## src/rtl/conv_pkg.sv

```systemverilog
// Shared types and helpers for the convolution window sequencer.
// Holds the sequencer state encoding and the counter width function.
package conv_pkg;

    typedef enum logic [1:0] {
        IDLE,
        STREAM,
        WINDOW,
        DONE
    } seq_state_t;

    function automatic int cnt_width(input int n);
        return (n > 1) ? $clog2(n) : 1;
    endfunction

endpackage

```

## src/rtl/wrap_counter.sv

```systemverilog
// Modulo counter used for the pixel column and row positions.
// Counts inc pulses from 0 to max-1 and flags the wrapping increment.
module wrap_counter #(
    parameter int max   = 8,
    parameter int width = 3
) (
    input  logic             clock,
    input  logic             reset,
    input  logic             inc,
    input  logic             clear,
    output logic [width-1:0] value,
    output logic             wrap
);

    assign wrap = inc && (value == width'(max - 1));

    // count position, returning to zero on wrap or clear
    always_ff @(posedge clock or negedge reset) begin
        if (!reset) begin
            value <= '0;
        end else if (clear || wrap) begin
            value <= '0;
        end else if (inc) begin
            value <= value + width'(1);
        end
    end

endmodule

```

## src/rtl/conv_window_sequencer.sv

```systemverilog
// Streams a raster image into the line buffer and flags each
// cycle in which the buffer holds a complete KxK output window.
module conv_window_sequencer
    import conv_pkg::*;
#(
    parameter int image_width  = 8,
    parameter int image_height = 8,
    parameter int kernel_size  = 3,
    parameter int stride       = 1
) (
    input  logic                                 clock,
    input  logic                                 reset,
    input  logic                                 start,
    input  logic                                 pixel_valid,
    output logic                                 pixel_ready,
    output logic                                 shift_en,
    output logic                                 window_valid,
    input  logic                                 window_ready,
    output logic [cnt_width(image_height)-1:0]   out_row,
    output logic [cnt_width(image_width)-1:0]    out_col,
    output logic                                 busy,
    output logic                                 done
);

    localparam int cw = cnt_width(image_width);
    localparam int rw = cnt_width(image_height);

    seq_state_t      state;
    seq_state_t      state_nxt;
    logic [cw-1:0]   col;
    logic [rw-1:0]   row;
    logic            col_wrap;
    logic            last_acc;
    logic            clear_cnt;
    logic            load_win;
    logic            last_pend;
    logic            is_win;
    logic [rw-1:0]   win_row;
    logic [cw-1:0]   win_col;
    int              r_off;
    int              c_off;

    assign pixel_ready = (state == STREAM)
        || ((state == WINDOW) && window_ready);
    assign shift_en = pixel_valid && pixel_ready;

    wrap_counter #(
        .max   (image_width),
        .width (cw)
    ) u_col (
        .clock (clock),
        .reset (reset),
        .inc   (shift_en),
        .clear (clear_cnt),
        .value (col),
        .wrap  (col_wrap)
    );

    // row advances on column wrap; its wrap marks the frame's last pixel
    wrap_counter #(
        .max   (image_height),
        .width (rw)
    ) u_row (
        .clock (clock),
        .reset (reset),
        .inc   (col_wrap),
        .clear (clear_cnt),
        .value (row),
        .wrap  (last_acc)
    );

    // classify the pixel at the current position as a window corner
    always_comb begin
        r_off   = int'(row) - (kernel_size - 1);
        c_off   = int'(col) - (kernel_size - 1);
        is_win  = (r_off >= 0) && (c_off >= 0)
            && (r_off % stride == 0)
            && (c_off % stride == 0);
        win_row = rw'(r_off / stride);
        win_col = cw'(c_off / stride);
    end

    // next-state selection and counter/window control
    always_comb begin
        state_nxt = state;
        load_win  = 1'b0;
        clear_cnt = 1'b0;
        unique case (state)
            IDLE: begin
                if (start) begin
                    state_nxt = STREAM;
                    clear_cnt = 1'b1;
                end
            end
            STREAM: begin
                if (shift_en) begin
                    if (is_win) begin
                        state_nxt = WINDOW;
                        load_win  = 1'b1;
                    end else if (last_acc) begin
                        state_nxt = DONE;
                    end
                end
            end
            WINDOW: begin
                if (window_ready) begin
                    if (last_pend) begin
                        state_nxt = DONE;
                    end else if (shift_en && is_win) begin
                        load_win = 1'b1;
                    end else if (shift_en && last_acc) begin
                        state_nxt = DONE;
                    end else begin
                        state_nxt = STREAM;
                    end
                end
            end
            DONE: state_nxt = IDLE;
            default: state_nxt = IDLE;
        endcase
    end

    // state register
    always_ff @(posedge clock or negedge reset) begin
        if (!reset) begin
            state <= IDLE;
        end else begin
            state <= state_nxt;
        end
    end

    // registered status outputs and latched window coordinates
    always_ff @(posedge clock or negedge reset) begin
        if (!reset) begin
            window_valid <= 1'b0;
            busy         <= 1'b0;
            done         <= 1'b0;
            out_row      <= '0;
            out_col      <= '0;
            last_pend    <= 1'b0;
        end else begin
            window_valid <= (state_nxt == WINDOW);
            busy         <= (state_nxt == STREAM)
                || (state_nxt == WINDOW);
            done         <= (state_nxt == DONE);
            if (load_win) begin
                out_row   <= win_row;
                out_col   <= win_col;
                last_pend <= last_acc;
            end
        end
    end

endmodule

```

## config.mk

```make
export PLATFORM = sky130hd
export DESIGN_NAME = conv_window_sequencer
export DESIGN_NICKNAME = d
export VERILOG_FILES = /design/src/rtl/conv_pkg.sv /design/src/rtl/wrap_counter.sv /design/src/rtl/conv_window_sequencer.sv
export SDC_FILE = /design/constraint.sdc
export NUM_CORES = 1
export LEC_CHECK = 0
export CAP_MARGIN = 0
export CORE_MARGIN = 2
export CORE_UTILIZATION = 35
export CTS_BUF_LIST = sky130_fd_sc_hd__clkbuf_16
export DETAILED_ROUTE_END_ITERATION = 12
export PLACE_DENSITY = 0.53
export SLEW_MARGIN = 20
export SYNTH_ARGS = -nofsm -noshare
export SYNTH_HDL_FRONTEND = slang
export SYNTH_HIERARCHICAL = 1
export SYNTH_SLANG_ARGS = --single-unit
export TNS_END_PERCENT = 5
```

## constraint.sdc

```tcl
create_clock -name clock -period 4.35 [get_ports clock]
set_input_delay 0.87 -clock clock [delete_from_list [all_inputs] [get_ports clock]]
set_output_delay 0.87 -clock clock [all_outputs]
set_load 0.01 [all_outputs]
```

# Yosys cells after proc, flatten, opt, wreduce, memory -nomap -nowiden

Index checks and enable logic that the tools add are counted.

Register bits: 18
Latch bits: 0
Bits in writable memories: 0
Bits in read-only memories: 0
Input bits: 5
Output and inout bits: 11
Logic and storage cells: 58
Memories kept: 0

$add $sub $neg: 4
$mul: 0
Divide/modulo/power cells: 0
Magnitude comparators: 2
Eq/ne operators: 8
Shifts and indexed selects: 0
Multiplexer cells: 21
Bitwise operators: 0
Reductions and logical operators: 14

Operators by type and width:

| operator              | count |
|---|---|
| $mux W2               | 8 |
| $mux W3               | 4 |
| $eq A2 B2 Y1 const B  | 4 |
| $ge A4 B1 Y1 const B  | 2 |
| $pmux W2 S4           | 1 |
| $sub A3 B2 Y4 const B | 2 |
| $logic_and A1 B1 Y1   | 7 |
| $mux W1               | 7 |
| $add A3 B1 Y3 const B | 2 |
| $eq A3 B3 Y1 const B  | 2 |
| $eq A2 B1 Y1 const B  | 2 |
| $logic_or A1 B1 Y1    | 4 |
| $reduce_bool A2 Y1    | 2 |
| $logic_not A2 Y1      | 1 |
| $pmux W1 S2           | 1 |

# Logic depth before layout (Yosys ltp)

Gate-level depths: netlist (run 1).

Depth after elaboration: 14
Gate-level depth with buffers: 12
Gate-level depth less buffers: 12

# By module

The synthesis (run 1) kept the hierarchy.

Modules (own cells, without submodules):

| module                | instances | cells each | area each (um^2) | seq. area each (um^2) |
|---|---|---|---|---|
| conv_window_sequencer | 1         | 64         | 688.2            | 300.3 |
| wrap_counter          | 2         | 13         | 162.7            | 75.1 |

# Worst setup path after synthesis (run 1)

OpenSTA, ideal clock, no wires.

Kind: input port to flip-flop
Start: in window_ready
End: reg busy
Library setup time: 0.113 ns
Data arrival time: 2.604 ns
Data required time: 4.237 ns
Setup slack: 1.633 ns
Stages on the path: 9
Buffers on the path: 0
Cells stage by stage: a21o_1 -> and2_2 -> and2_2 -> and2_2 -> o31a_1 -> o31ai_1 -> a21oi_1 -> ha_1 -> inv_1

Word-level cells in the longest chain between the ends: 13
Elaborated cells on any way between the ends: 18
Classes of those cells: 2 x eq/ne; 8 x mux; 8 x reduce/logical

Ends and longest elaborated chain:

| item                                                | line                                                       | RTL |
|---|---|---|
| start, declared                                     | conv_window_sequencer.sv:18                                | `input logic window_ready,` |
| $logic_and A1 B1 Y1 *                               | conv_window_sequencer.sv:44                                | `\|\| ((state == WINDOW) && window_ready);` |
| $logic_or A1 B1 Y1 *                                | conv_window_sequencer.sv:44                                |  |
| $logic_and A1 B1 Y1 *                               | conv_window_sequencer.sv:45                                | `assign shift_en = pixel_valid && pixel_ready;` |
| via shift_en                                        | conv_window_sequencer.sv:16                                | `output logic shift_en,` |
| $logic_and A1 B1 Y1 *                               | wrap_counter.sv:15                                         | `assign wrap = inc && (value == width'(max - 1));` |
| via col_wrap                                        | conv_window_sequencer.sv:32                                | `logic col_wrap;` |
| $logic_and A1 B1 Y1 *                               | wrap_counter.sv:15                                         |  |
| via last_acc                                        | conv_window_sequencer.sv:33                                | `logic last_acc;` |
| $logic_and A1 B1 Y1                                 | conv_window_sequencer.sv:111                               | `end else if (shift_en && last_acc) begin` |
| $mux W2                                             | conv_window_sequencer.sv:111                               |  |
| $mux W2                                             | conv_window_sequencer.sv:109                               | `end else if (shift_en && is_win) begin` |
| $mux W2                                             | conv_window_sequencer.sv:107                               | `if (last_pend) begin` |
| $mux W2                                             | conv_window_sequencer.sv:106                               | `if (window_ready) begin` |
| $pmux W2 S4 *                                       | conv_window_sequencer.sv:88                                | `unique case (state)` |
| via state_nxt[1]                                    | conv_window_sequencer.sv:29                                | `seq_state_t state_nxt;` |
| $eq A2 B1 Y1 / $eq A2 B2 Y1 (equally long branches) | conv_window_sequencer.sv:143, conv_window_sequencer.sv:144 |  |
| $logic_or A1 B1 Y1 *                                | conv_window_sequencer.sv:144                               | `\|\| (state_nxt == WINDOW);` |
| end signal, assigned                                | conv_window_sequencer.sv:143                               | `busy <= (state_nxt == STREAM)` |
| end, declared                                       | conv_window_sequencer.sv:21                                | `output logic busy,` |

The timed path passes the listed nets; every way through them passes the cells marked *.
A chain may end at the register's enable or synchronous reset.

# Final worst setup path (run 1)

Start: in window_ready
End: out shift_en

Word-level cells in the longest chain between the ends: 3

Ends and longest elaborated chain:

| item                | line |
|---|---|
| $logic_and A1 B1 Y1 | conv_window_sequencer.sv:44 |
| $logic_or A1 B1 Y1  | conv_window_sequencer.sv:44 |
| $logic_and A1 B1 Y1 | conv_window_sequencer.sv:45 |
| end, declared       | conv_window_sequencer.sv:16 |

No other way between the ends.

==> results of run 1 <==
==> metal layers <==
layer / routed length [um] / part of all wire (%)
met5: 0 / 0
met4: 48 / 2.7
met2: 884 / 50
met1: 743 / 42
met3: 94 / 5.3
==> kinds of logic after synthesis <==
family	share of synthesized area [%]
AOI/OAI and AO/OA	16.0
buffers and inverters	5.19
muxes	4.07
DFF	44.4
adders and majority gates	14.8
and+or+nand+nor	15.4
==> layout make-up <==
cell class / instances / area (um^2)
timing repair buffer: 15 / 150
tap: 31 / 38.8
clock inverter: 1 / 3.75
fill: 260 / 1490
clock buffer: 3 / 75.1
multi-input combinational: 60 / 510
sequential: 18 / 450
inverter: 11 / 41.3
==> stage by stage <==
step / setup WS [ns] / total power [mW] / cells / area [um^2] / utilization [%]
after floorplan: 1.63 / 0.384 / 90 / 1010 / -
after global placement: 1.16 / 0.465 / 135 / 1190 / 43.2
after detailed placement: 1.12 / 0.469 / 135 / 1190 / 43.2
after CTS: 1.24 / 0.655 / 139 / 1270 / 46.1
after global routing: 1.15 / 0.703 / 139 / 1270 / 46.1
final: 1.26 / 0.645 / 139 / 1270 / 46.1
==> sequential cells by signal, summed over array words and instances (netlist names) <==
name and cells:
u_col/value 3, u_row/value 3, done 1, state 2
busy 1, last_pend 1, out_row 3, window_valid 1
out_col 3
==> report_power, final <==
group          total, mW  internal (mW)  switching (mW)
Sequential         0.220          0.197          0.0227
Clock              0.182          0.122          0.0601
Combinational      0.243          0.118           0.125
Total              0.645          0.437           0.208
==> worst max-delay path: stages <==
cell                              delay, ns
sky130_fd_sc_hd__clkdlybuf4s50_1       0.48
sky130_fd_sc_hd__a21o_1                0.15
sky130_fd_sc_hd__and2_2                0.18
sky130_fd_sc_hd__clkdlybuf4s50_1       0.55
==> cell usage in the layout, fill, tap and decap left out, drive strengths merged, types with 2 or more instances in the layout <==
cell | netlist | routed
o31ai | 2 | 2
a21oi | 2 | 2
a22o | 2 | 2
clkbuf | 0 | 3
mux2 | 3 | 3
nor3 | 2 | 2
and2 | 4 | 4
nor2 | 6 | 6
nor2b | 2 | 2
inv | 11 | 11
ha | 12 | 12
dfrtp | 18 | 18
nor3b | 3 | 3
a32o | 4 | 4
clkdlybuf4s50 | 0 | 15
o21ai | 5 | 5
nand2 | 4 | 4
o21a | 2 | 2
==> final timing paths <==
kind,endpoint,slack (ns),cells past startpoint
worst max-delay path,shift_en,1.26,4
worst min register to register,out_row[2]$_DFFE_PN0P_,0.47,2
worst max register to register,busy$_DFF_PN0_,1.61,11
max in group asynchronous,out_col[2]$_DFFE_PN0P_,2.77,1
worst min-delay path,out_row[2]$_DFFE_PN0P_,0.47,2
min in group asynchronous,state[0]$_DFF_PN0_,1.09,1
==> results_tabular.tex, run 1 <==
\begin{tabular}{lr}
\hline
Metric & Value \\
\hline
\multicolumn{2}{l}{\textbf{Timing}} \\
Count of final setup violators & 0 \\
Normalized max-slew margin & a little under half \\
Setup TNS Final & 0 ns \\
Time the worst path needs with I/O delays and setup & between 3 and 4 ns \\
Final number of hold-violating endpoints & 0 \\
Tcrit/Tclk final & a little under three quarters \\
Fmax & roughly 0.32 GHz \\
Final clock skew & 0.00145 ns \\
Unrepaired setup endpoints after global routing & no \\
Slew of the pin with the lowest slew margin & $\sim$0.80 ns \\
Final-report max-slew violation count & 0 \\
Hold WS & between 0.4 and 0.5 ns \\
\multicolumn{2}{l}{\textbf{Layout}} \\
Final net count & about 130 \\
Area Growth Syn to Fin & 25.3\% \\
Share of post-route cells with drive strength above 1 & around 14\% \\
Antenna diode count & 0 \\
\multicolumn{2}{l}{\textbf{Route}} \\
Vias per cell & around 5.3 \\
Total detailed-routing wirelength & 1770 um \\
Drt initial violations & 7 \\
Final ANT Viol Nets & 0 \\
Detailed-route wire length per cell & between 10 and 15 um \\
Vias after detailed routing & $\sim$730 \\
Iteration count of the initial detailed-routing pass & 4 \\
Remaining design rule violation count & 0 \\
\multicolumn{2}{l}{\textbf{Clocking}} \\
Buffers from clock root to sink, at most & 2 \\
H-tree depth & 1 \\
Total clock buffers created by CTS & 3 \\
CTS sink count & 18 \\
Master cell of the clock root buffer & sky130\_fd\_sc\_hd\_\_clkbuf\_16 \\
Buffers inserted by post-CTS timing repair & 0 \\
Count of cells resized by post-cts repair & 0 \\
Number of hold buffers added after CTS & 0 \\
Post-CTS clock slew at the launch and capture registers of the worst setup and hold paths & around 0.05 ns \\
Clock tree from TritonCTS & yes \\
Latest clock arrival within the worst-skew pair & roughly 0.25 ns \\
\multicolumn{2}{l}{\textbf{Hold path}} \\
Launch point of the worst hold path & out\_row[2]\$\_DFFE\_PN0P\_ \\
Type of the worst min-delay path & register to register \\
\multicolumn{2}{l}{\textbf{Critical path}} \\
First element of the critical path & window\_ready \\
Critical Path Source Type & primary input \\
Reg-to-Reg Start & state[0]\$\_DFF\_PN0\_ \\
Data arrival time of the critical path & roughly 2.2 ns \\
CP required & 3.48 ns \\
Critical Path End Type & output pin \\
Critical-path maximum fanout & 4 \\
Crit Path Category & primary input to output pin \\
\multicolumn{2}{l}{\textbf{Place}} \\
Buffers added on ports & 15 \\
Half-perimeter wire length of the detailed placement result & $\sim$1400 um \\
Final estimated routing congestion in global placement & roughly 0.85 \\
\multicolumn{2}{l}{\textbf{GRT}} \\
Met1 track demand over resource in global routing & between 10\% and 20\% \\
Initial antenna violation count & 0 \\
Most Used Layer, Global Route & met2 \\
Met2 Usage GRT & 22.2\% \\
Global route total overflow & 0 \\
Number of global-route vias before repair & approximately 720 \\
Combined global-route utilization of all metal layers & between 10\% and 20\% \\
GRT met3 Usage & approximately 5.6\% \\
Pin count of the biggest net entering global routing & 19 \\
Global-route wire length before repair & $\sim$3200 um \\
\multicolumn{2}{l}{\textbf{Synthesis}} \\
Proportion of register bits with asynchronous set or reset after synthesis & 100\% \\
Largest cells by area after synthesis & sky130\_fd\_sc\_hd\_\_dfrtp\_1 44\%, sky130\_fd\_sc\_hd\_\_ha\_1 15\%, sky130\_fd\_sc\_hd\_\_inv\_1 4.1\% \\
Most frequent cell after synthesis & sky130\_fd\_sc\_hd\_\_dfrtp\_1 \\
Most common flop cell mapped by yosys & sky130\_fd\_sc\_hd\_\_dfrtp\_1 \\
Flip-flop and latch count after synthesis & 18 \\
Proportion of netlist area held by the largest area contributor & between 40\% and 50\% \\
Post-synthesis cell type count & 27 \\
Synth cell count leaders & 18 x sky130\_fd\_sc\_hd\_\_dfrtp\_1, 12 x sky130\_fd\_sc\_hd\_\_ha\_1, 11 x sky130\_fd\_sc\_hd\_\_inv\_1 \\
Syn Nets & 107 \\
Share of the yosys chip area belonging to registers & between 40\% and 50\% \\
Cell count after synthesis & 90 \\
Most area-hungry cell type in the Yosys netlist & sky130\_fd\_sc\_hd\_\_dfrtp\_1 \\
Avg Inst Size Synth & about 11 um\^{}2 \\
Synthesis Warnings & 6 \\
EDFF count, synth & 0 \\
Post-synthesis instance area & between 1000 and 1500 um\^{}2 \\
\multicolumn{2}{l}{\textbf{Pwr}} \\
Worst VDD drop & approximately 0.00032 V \\
Static leakage & between 0.5 and 0.6 nW \\
Power density relative to cell area & between 500 and 600 nW/um\^{}2 \\
\multicolumn{2}{l}{\textbf{Floorplanning}} \\
Height of the die & $\sim$58 um \\
Width of the chip & 57.8 um \\
Area of the core region & 2760 um\^{}2 \\
Total number of placement rows & 19 \\
Die outline area & between 3000 and 4000 um\^{}2 \\
Number of top-level pins & 16 \\
Starting utilization of the core area & 36.8\% \\
\multicolumn{2}{l}{\textbf{Flow run}} \\
Number of max-cap violations & 0 \\
\multicolumn{2}{l}{\textbf{Run status}} \\
Result of the run & finished clean \\
\hline
\end{tabular}
Power figures use the tool's default switching activity.
==> run 2, diff against run 1 <==
==> constraint.sdc (replaced) <==
create_clock -name clock -period 3.2 [get_ports clock]
set_input_delay 0.64 -clock clock [delete_from_list [all_inputs] [get_ports clock]]
set_output_delay 0.64 -clock clock [all_outputs]
set_load 0.01 [all_outputs]
==> results_tabular.tex, run 2 (synthesis results as in run 1) <==
\begin{tabular}{lr}
\hline
Metric & Value \\
\hline
\multicolumn{2}{l}{\textbf{Route}} \\
Vias after detailed routing & 711 (was 731) \\
Max Used Layer & met4 (unchanged) \\
Iteration count of the initial detailed-routing pass & 4 (unchanged) \\
Wire length on met3 & 103 um (was 94 um) \\
Total detailed-routing wirelength & 1760 um (was 1770 um) \\
Drt initial violations & 11 (was 7) \\
Routed metal-1 wirelength & 847 um (was 743 um) \\
Met2 wire length & 794 um (was 884 um) \\
Remaining design rule violation count & 0 (unchanged) \\
Final ANT Viol Nets & 0 (unchanged) \\
Detailed-route wire length per cell & 12.7 um (about the same) \\
Vias per cell & 5.12 (was 5.26) \\
\multicolumn{2}{l}{\textbf{Clocking}} \\
Post-CTS clock slew at the launch and capture registers of the worst setup and hold paths & 0.05 ns (about the same) \\
Master cell of the clock root buffer & sky130\_fd\_sc\_hd\_\_clkbuf\_16 (unchanged) \\
CTS sink count & 18 (unchanged) \\
Buffers from clock root to sink, at most & 2 (unchanged) \\
Latest clock arrival within the worst-skew pair & 0.24 ns (was 0.25 ns) \\
Count of cells resized by post-cts repair & 0 (unchanged) \\
H-tree depth & 1 (unchanged) \\
Number of hold buffers added after CTS & 0 (unchanged) \\
Buffers inserted by post-CTS timing repair & 0 (unchanged) \\
Clock tree from TritonCTS & yes (unchanged) \\
Total clock buffers created by CTS & 3 (unchanged) \\
\multicolumn{2}{l}{\textbf{Floorplanning}} \\
Area of the core region & 2760 um\^{}2 (unchanged) \\
Total number of placement rows & 19 (unchanged) \\
Height of the die & 57.8 um (unchanged) \\
Number of top-level pins & 16 (unchanged) \\
Width of the chip & 57.8 um (unchanged) \\
Die outline area & 3340 um\^{}2 (unchanged) \\
Starting utilization of the core area & 36.8\% (unchanged) \\
\multicolumn{2}{l}{\textbf{Place}} \\
Buffers added on ports & 15 (unchanged) \\
Half-perimeter wire length of the detailed placement result & 1350 um (was 1360 um) \\
Cell area reported after detailed placement & 1190 um\^{}2 (unchanged) \\
Final estimated routing congestion in global placement & 0.852 (was 0.849) \\
\multicolumn{2}{l}{\textbf{Timing}} \\
Tcrit/Tclk final & 87.9\% \\
Slew of the pin with the lowest slew margin & 0.804 ns (was 0.798 ns) \\
Unrepaired setup endpoints after global routing & no (unchanged) \\
Count of final setup violators & 0 (unchanged) \\
Final-report max-slew violation count & 0 (unchanged) \\
Fmax & between 0.3 and 0.4 GHz \\
Setup TNS Final & 0 ns (unchanged) \\
Final number of hold-violating endpoints & 0 (unchanged) \\
Final clock skew & 0.00237 ns (was 0.00145 ns) \\
Time the worst path needs with I/O delays and setup & roughly 2.8 ns \\
Normalized max-slew margin & 46.2\% (was 46.6\%) \\
\multicolumn{2}{l}{\textbf{Layout}} \\
Antenna diode count & 0 (unchanged) \\
Area Growth Syn to Fin & 25.3\% (unchanged) \\
Most frequent standard cell in the layout excluding fill and tap cells & sky130\_fd\_sc\_hd\_\_dfrtp\_1 (unchanged) \\
Highest-count cells in the layout ignoring fill and taps & 18 x sky130\_fd\_sc\_hd\_\_dfrtp\_1, 15 x sky130\_fd\_sc\_hd\_\_clkdlybuf4s50\_1, 12 x sky130\_fd\_sc\_hd\_\_ha\_1 (unchanged) \\
Area of the multi-input gates & 510 um\^{}2 (unchanged) \\
Count of fill cells added during filler insertion & 274 (was 260) \\
Combined flip-flop and latch cell area & 450 um\^{}2 (unchanged) \\
Final net count & 126 (unchanged) \\
Share of post-route cells with drive strength above 1 & 13.9\% (unchanged) \\
Final Cell Area & 1270 um\^{}2 (unchanged) \\
\multicolumn{2}{l}{\textbf{Critical path}} \\
First element of the critical path & window\_ready (unchanged) \\
CP required & 3.34 ns (was 3.48 ns) \\
Crit path cell chain & clkdlybuf4s50\_1 > a21o\_1 > and2\_2 > and2\_2 > and2\_2 > a21oi\_1 > nor3b\_1 > nor4\_1 > or3\_1 > ha\_1 > inv\_1 (was clkdlybuf4s50\_1 > a21o\_1 > and2\_2 > clkdlybuf4s50\_1) \\
Worst flop-to-flop path endpoint & busy\$\_DFF\_PN0\_ (unchanged) \\
Critical Path End Type & register (was output pin) \\
Worst R2R Path Depth & 12 (was 11) \\
Critical-path top delay cell & sky130\_fd\_sc\_hd\_\_clkdlybuf4s50\_1 (unchanged) \\
Reg-to-Reg Start & state[0]\$\_DFF\_PN0\_ (unchanged) \\
Critical Path Source Type & primary input (unchanged) \\
Worst Setup EP & busy\$\_DFF\_PN0\_ (was shift\_en) \\
Critical-path maximum fanout & 4 (unchanged) \\
Reg-to-reg setup timing slack & 0.44 ns (was 1.61 ns) \\
Crit-path max cell delay & 0.48 ns (was 0.55 ns) \\
Cell mode on critical path & sky130\_fd\_sc\_hd\_\_and2\_2 (was sky130\_fd\_sc\_hd\_\_clkdlybuf4s50\_1) \\
Data arrival time of the critical path & 2.95 ns (was 2.22 ns) \\
Crit Path Category & primary input to register (was primary input to output pin) \\
\multicolumn{2}{l}{\textbf{Pwr}} \\
Worst VDD drop & 0.000627 V (was 0.000325 V) \\
Int Power & 0.593 mW (was 0.437 mW) \\
Switching power of the nets & 0.282 mW (was 0.208 mW) \\
Fraction of power spent switching nets & 32.2\% (was 32.3\%) \\
Static leakage & 0.597 nW (unchanged) \\
Power density relative to cell area & 689 nW/um\^{}2 (was 508 nW/um\^{}2) \\
Combinational fraction of design power & 37.7\% (about the same) \\
Share of total power in the clock network & 28.0\% (was 28.3\%) \\
Sequential share of power & 34.3\% (was 34.1\%) \\
\multicolumn{2}{l}{\textbf{GRT}} \\
Combined global-route utilization of all metal layers & 12.0\% (was 13.2\%) \\
Initial antenna violation count & 0 (unchanged) \\
Pin count of the biggest net entering global routing & 19 (unchanged) \\
Global-route wire length before repair & 3000 um (was 3200 um) \\
Global route total overflow & 0 (unchanged) \\
Number of global-route vias before repair & 695 (was 724) \\
\multicolumn{2}{l}{\textbf{Run status}} \\
Result of the run & finished clean (unchanged) \\
\multicolumn{2}{l}{\textbf{Flow run}} \\
Number of max-cap violations & 0 (unchanged) \\
\multicolumn{2}{l}{\textbf{Hold path}} \\
Type of the worst min-delay path & register to register (unchanged) \\
\hline
\end{tabular}
==> run 2: critical path, delay by kind of cell <==
family	cells	cell delay, ns
adder cells (fa/ha/maj)	1	0.29
AND/OR/NAND/NOR	6	1.30
AO/OA/AOI/OAI	2	0.22
buffers and inverters	2	0.51
==> run 2: how the worst min path moves through the flow <==
stage | slack [ns] | endpoint | cells after the start | startpoint
global placement | 0.46 | out_row[1]$_DFFE_PN0P_ | 2 | out_row[1]$_DFFE_PN0P_
finish | 0.47 | out_row[1]$_DFFE_PN0P_ | 2 | out_row[1]$_DFFE_PN0P_
CTS | 0.48 | out_row[1]$_DFFE_PN0P_ | 2 | out_row[1]$_DFFE_PN0P_
floorplan | 0.34 | busy$_DFF_PN0_ | 0 | reset
detailed placement | 0.47 | out_row[1]$_DFFE_PN0P_ | 2 | out_row[1]$_DFFE_PN0P_
global route | 0.52 | out_row[2]$_DFFE_PN0P_ | 2 | out_row[2]$_DFFE_PN0P_
==> run 2: routing by layer <==
metal	GRT usage [%]	vias to the layer above
met5	0	-
met4	2.99	0
met3	4.69	2
met2	19.0	16
met1	15.4	337
li1	-	356
==> run 2: power by group through the flow <==
stage          sequential, mW  clock (mW)  combinational (mW)
2_1_floorplan           0.304           0               0.218
3_3_place_gp            0.303           0               0.328
3_5_place_dp            0.304           0               0.334
4_1_cts                 0.301       0.252               0.337
5_1_grt                 0.304       0.264               0.367
6_report                0.300       0.245               0.330
==> run 2: final cells by class <==
cell class | count | area share, %
clock buffer | 3 | 5.91
clock inverter | 1 | 0.296
inverter | 11 | 3.25
multi-input combinational | 60 | 40.2
sequential | 18 | 35.5
tap | 31 | 3.05
timing repair buffer | 15 | 11.8
==> run 2: per-stage QoR <==
| step | utilization, % | hold WS (ns) | power (mW) | instances | setup WS, ns |
|---|---|---|---|---|---|
| floorplan | - | 0.344 | 0.522 | 90 | 0.629 |
| global placement | 43.2 | 0.463 | 0.632 | 135 | 0.163 |
| detailed placement | 43.2 | 0.471 | 0.638 | 135 | 0.139 |
| CTS | 46.1 | 0.483 | 0.889 | 139 | 0.385 |
| global route | 46.1 | 0.517 | 0.935 | 139 | 0.253 |
| finish | 46.1 | 0.473 | 0.875 | 139 | 0.387 |
==> run 3, diff against run 2 <==
--- a/config.mk
+++ b/config.mk
@@ -11,6 +11,7 @@
 export CTS_BUF_LIST = sky130_fd_sc_hd__clkbuf_16
 export DETAILED_ROUTE_END_ITERATION = 12
 export PLACE_DENSITY = 0.53
+export REMOVE_ABC_BUFFERS = 1
 export SLEW_MARGIN = 20
 export SYNTH_ARGS = -nofsm -noshare
 export SYNTH_HDL_FRONTEND = slang
==> results_tabular.tex, run 3 (synthesis results as in run 1) <==
\begin{tabular}{lr}
\hline
Metric & Value \\
\hline
\multicolumn{2}{l}{\textbf{Critical path}} \\
Critical-path maximum fanout & 4 (unchanged) \\
CP required & 3.34 ns (about the same) \\
Crit Path Category & primary input to register (unchanged) \\
Critical Path End Type & register (unchanged) \\
Data arrival time of the critical path & 2.97 ns (was 2.95 ns) \\
Critical Path Source Type & primary input (unchanged) \\
Reg-to-reg setup timing slack & 0.43 ns (was 0.44 ns) \\
\multicolumn{2}{l}{\textbf{Clocking}} \\
Clock tree from TritonCTS & yes (unchanged) \\
Master cell of the clock root buffer & sky130\_fd\_sc\_hd\_\_clkbuf\_16 (unchanged) \\
Total clock buffers created by CTS & 3 (unchanged) \\
Number of hold buffers added after CTS & 0 (unchanged) \\
Count of cells resized by post-cts repair & 0 (unchanged) \\
CTS sink count & 18 (unchanged) \\
Post-CTS clock slew at the launch and capture registers of the worst setup and hold paths & 0.05 ns (about the same) \\
H-tree depth & 1 (unchanged) \\
Buffers from clock root to sink, at most & 2 (unchanged) \\
Buffers inserted by post-CTS timing repair & 0 (unchanged) \\
Latest clock arrival within the worst-skew pair & 0.24 ns (about the same) \\
\multicolumn{2}{l}{\textbf{GRT}} \\
Combined global-route utilization of all metal layers & 11.7\% (was 12.0\%) \\
Global-route wire length before repair & 2880 um (was 3000 um) \\
Global route total overflow & 0 (unchanged) \\
Pin count of the biggest net entering global routing & 19 (unchanged) \\
Initial antenna violation count & 0 (unchanged) \\
Number of global-route vias before repair & 666 (was 695) \\
\multicolumn{2}{l}{\textbf{Floorplanning}} \\
Die outline area & 3340 um\^{}2 (unchanged) \\
Starting utilization of the core area & 36.8\% (unchanged) \\
Total number of placement rows & 19 (unchanged) \\
Number of top-level pins & 16 (unchanged) \\
Height of the die & 57.8 um (unchanged) \\
Area of the core region & 2760 um\^{}2 (unchanged) \\
Width of the chip & 57.8 um (unchanged) \\
\multicolumn{2}{l}{\textbf{Layout}} \\
Count of fill cells added during filler insertion & 249 (was 274) \\
Share of post-route cells with drive strength above 1 & 14.0\% (was 13.9\%) \\
Highest-count cells in the layout ignoring fill and taps & 18 x sky130\_fd\_sc\_hd\_\_dfrtp\_1, 15 x sky130\_fd\_sc\_hd\_\_clkdlybuf4s50\_1, 12 x sky130\_fd\_sc\_hd\_\_ha\_1 (unchanged) \\
Area Growth Syn to Fin & 24.9\% (was 25.3\%) \\
Antenna diode count & 0 (unchanged) \\
Final Cell Area & 1270 um\^{}2 (about the same) \\
Most frequent standard cell in the layout excluding fill and tap cells & sky130\_fd\_sc\_hd\_\_dfrtp\_1 (unchanged) \\
Final net count & 126 (unchanged) \\
Final Core Density & 45.9\% (was 46.1\%) \\
Non-filler cells, final & 138 (was 139) \\
\multicolumn{2}{l}{\textbf{Flow run}} \\
Number of max-cap violations & 0 (unchanged) \\
\multicolumn{2}{l}{\textbf{Timing}} \\
Final number of hold-violating endpoints & 0 (unchanged) \\
Normalized max-slew margin & 46.6\% (was 46.2\%) \\
Final clock skew & 0.00124 ns (was 0.00237 ns) \\
Hold WS & 0.479 ns (was 0.473 ns) \\
Slew of the pin with the lowest slew margin & 0.799 ns (was 0.804 ns) \\
Time the worst path needs with I/O delays and setup & 2.82 ns (was 2.81 ns) \\
Setup TNS Final & 0 ns (unchanged) \\
Count of final setup violators & 0 (unchanged) \\
Final-report max-slew violation count & 0 (unchanged) \\
Fmax & 0.354 GHz (was 0.356 GHz) \\
Tcrit/Tclk final & 88.3\% (was 87.9\%) \\
Unrepaired setup endpoints after global routing & no (unchanged) \\
\multicolumn{2}{l}{\textbf{Route}} \\
Total detailed-routing wirelength & 1760 um (about the same) \\
Final ANT Viol Nets & 0 (unchanged) \\
Vias per cell & 5.09 (was 5.12) \\
Vias after detailed routing & 703 (was 711) \\
Drt initial violations & 11 (unchanged) \\
Iteration count of the initial detailed-routing pass & 2 (was 4) \\
Remaining design rule violation count & 0 (unchanged) \\
Detailed-route wire length per cell & 12.7 um (about the same) \\
\multicolumn{2}{l}{\textbf{Pwr}} \\
Static leakage & 0.596 nW (was 0.597 nW) \\
Worst VDD drop & 0.000347 V (was 0.000627 V) \\
Power density relative to cell area & 689 nW/um\^{}2 (about the same) \\
\multicolumn{2}{l}{\textbf{Place}} \\
Final estimated routing congestion in global placement & 0.699 (was 0.852) \\
Cell area reported after detailed placement & 1190 um\^{}2 (unchanged) \\
Buffers added on ports & 15 (unchanged) \\
Half-perimeter wire length of the detailed placement result & 1360 um (was 1350 um) \\
Placed Cells incl. Taps & 135 (unchanged) \\
\multicolumn{2}{l}{\textbf{Hold path}} \\
Type of the worst min-delay path & register to register (unchanged) \\
\multicolumn{2}{l}{\textbf{Run status}} \\
Result of the run & finished clean (unchanged) \\
\hline
\end{tabular}
==> run 3: cell count changes in the layout (fill, tap and decap cells not counted), sizes merged <==
cell,change
clkinv,-1
==> run 3: layout make-up <==
| cell class | count | area, um^2 | share of cell area (%) |
|---|---|---|---|
| clock buffers | 3 | 75.1 | 5.93 |
| inverters | 11 | 41.3 | 3.26 |
| repair buffers | 15 | 150 | 11.9 |
| flip-flops and latches | 18 | 450 | 35.6 |
| multi-input cells | 60 | 510 | 40.3 |
| well taps | 31 | 38.8 | 3.06 |
==> run 3: per-stage QoR <==
| step | setup slack [ns] | total power, mW |
|---|---|---|
| 2_1_floorplan | 0.629 | 0.522 |
| 3_3_place_gp | 0.183 | 0.633 |
| 3_5_place_dp | 0.127 | 0.636 |
| 4_1_cts | 0.366 | 0.883 |
| 5_1_grt | 0.188 | 0.931 |
| 6_report | 0.375 | 0.872 |
==> run 3: worst paths after layout <==
kind / from / endpoint / depth (start not counted)
worst max-delay path: window_ready / busy$_DFF_PN0_ / 11
worst min-delay path: out_row[2]$_DFFE_PN0P_ / out_row[2]$_DFFE_PN0P_ / 2
worst max register to register: state[0]$_DFF_PN0_ / busy$_DFF_PN0_ / 11
worst min register to register: out_row[2]$_DFFE_PN0P_ / out_row[2]$_DFFE_PN0P_ / 2
max in group asynchronous: reset / last_pend$_DFFE_PN0P_ / 1
min in group asynchronous: reset / out_col[1]$_DFFE_PN0P_ / 1
==> run 3: critical path, stage by stage <==
cell	delay (ns)
sky130_fd_sc_hd__clkdlybuf4s50_1	0.49
sky130_fd_sc_hd__a21o_1	0.19
sky130_fd_sc_hd__and2_2	0.20
sky130_fd_sc_hd__and2_2	0.16
sky130_fd_sc_hd__and2_2	0.18
sky130_fd_sc_hd__a21oi_1	0.07
sky130_fd_sc_hd__nor3b_1	0.27
sky130_fd_sc_hd__nor4_1	0.10
sky130_fd_sc_hd__or3_1	0.37
sky130_fd_sc_hd__ha_1	0.28
sky130_fd_sc_hd__inv_1	0.03
==> run 3: where the power goes <==
| group | internal (mW) | switching (mW) | leakage, nW |
|---|---|---|---|
| clock | 0.164 | 0.0774 | 0.0370 |
| sequential | 0.268 | 0.0300 | 0.244 |
| combinational | 0.159 | 0.173 | 0.314 |
| total | 0.592 | 0.281 | 0.596 |
==> run 3: routing by layer <==
| layer | wire [um] | global-route usage, % | vias to the layer above |
|---|---|---|---|
| met5 | 0 | 0 | - |
| met4 | 37 | 7.97 | 0 |
| met3 | 55 | 2.23 | 4 |
| met2 | 767 | 17.0 | 10 |
| met1 | 897 | 15.6 | 338 |
| li1 | - | - | 351 |
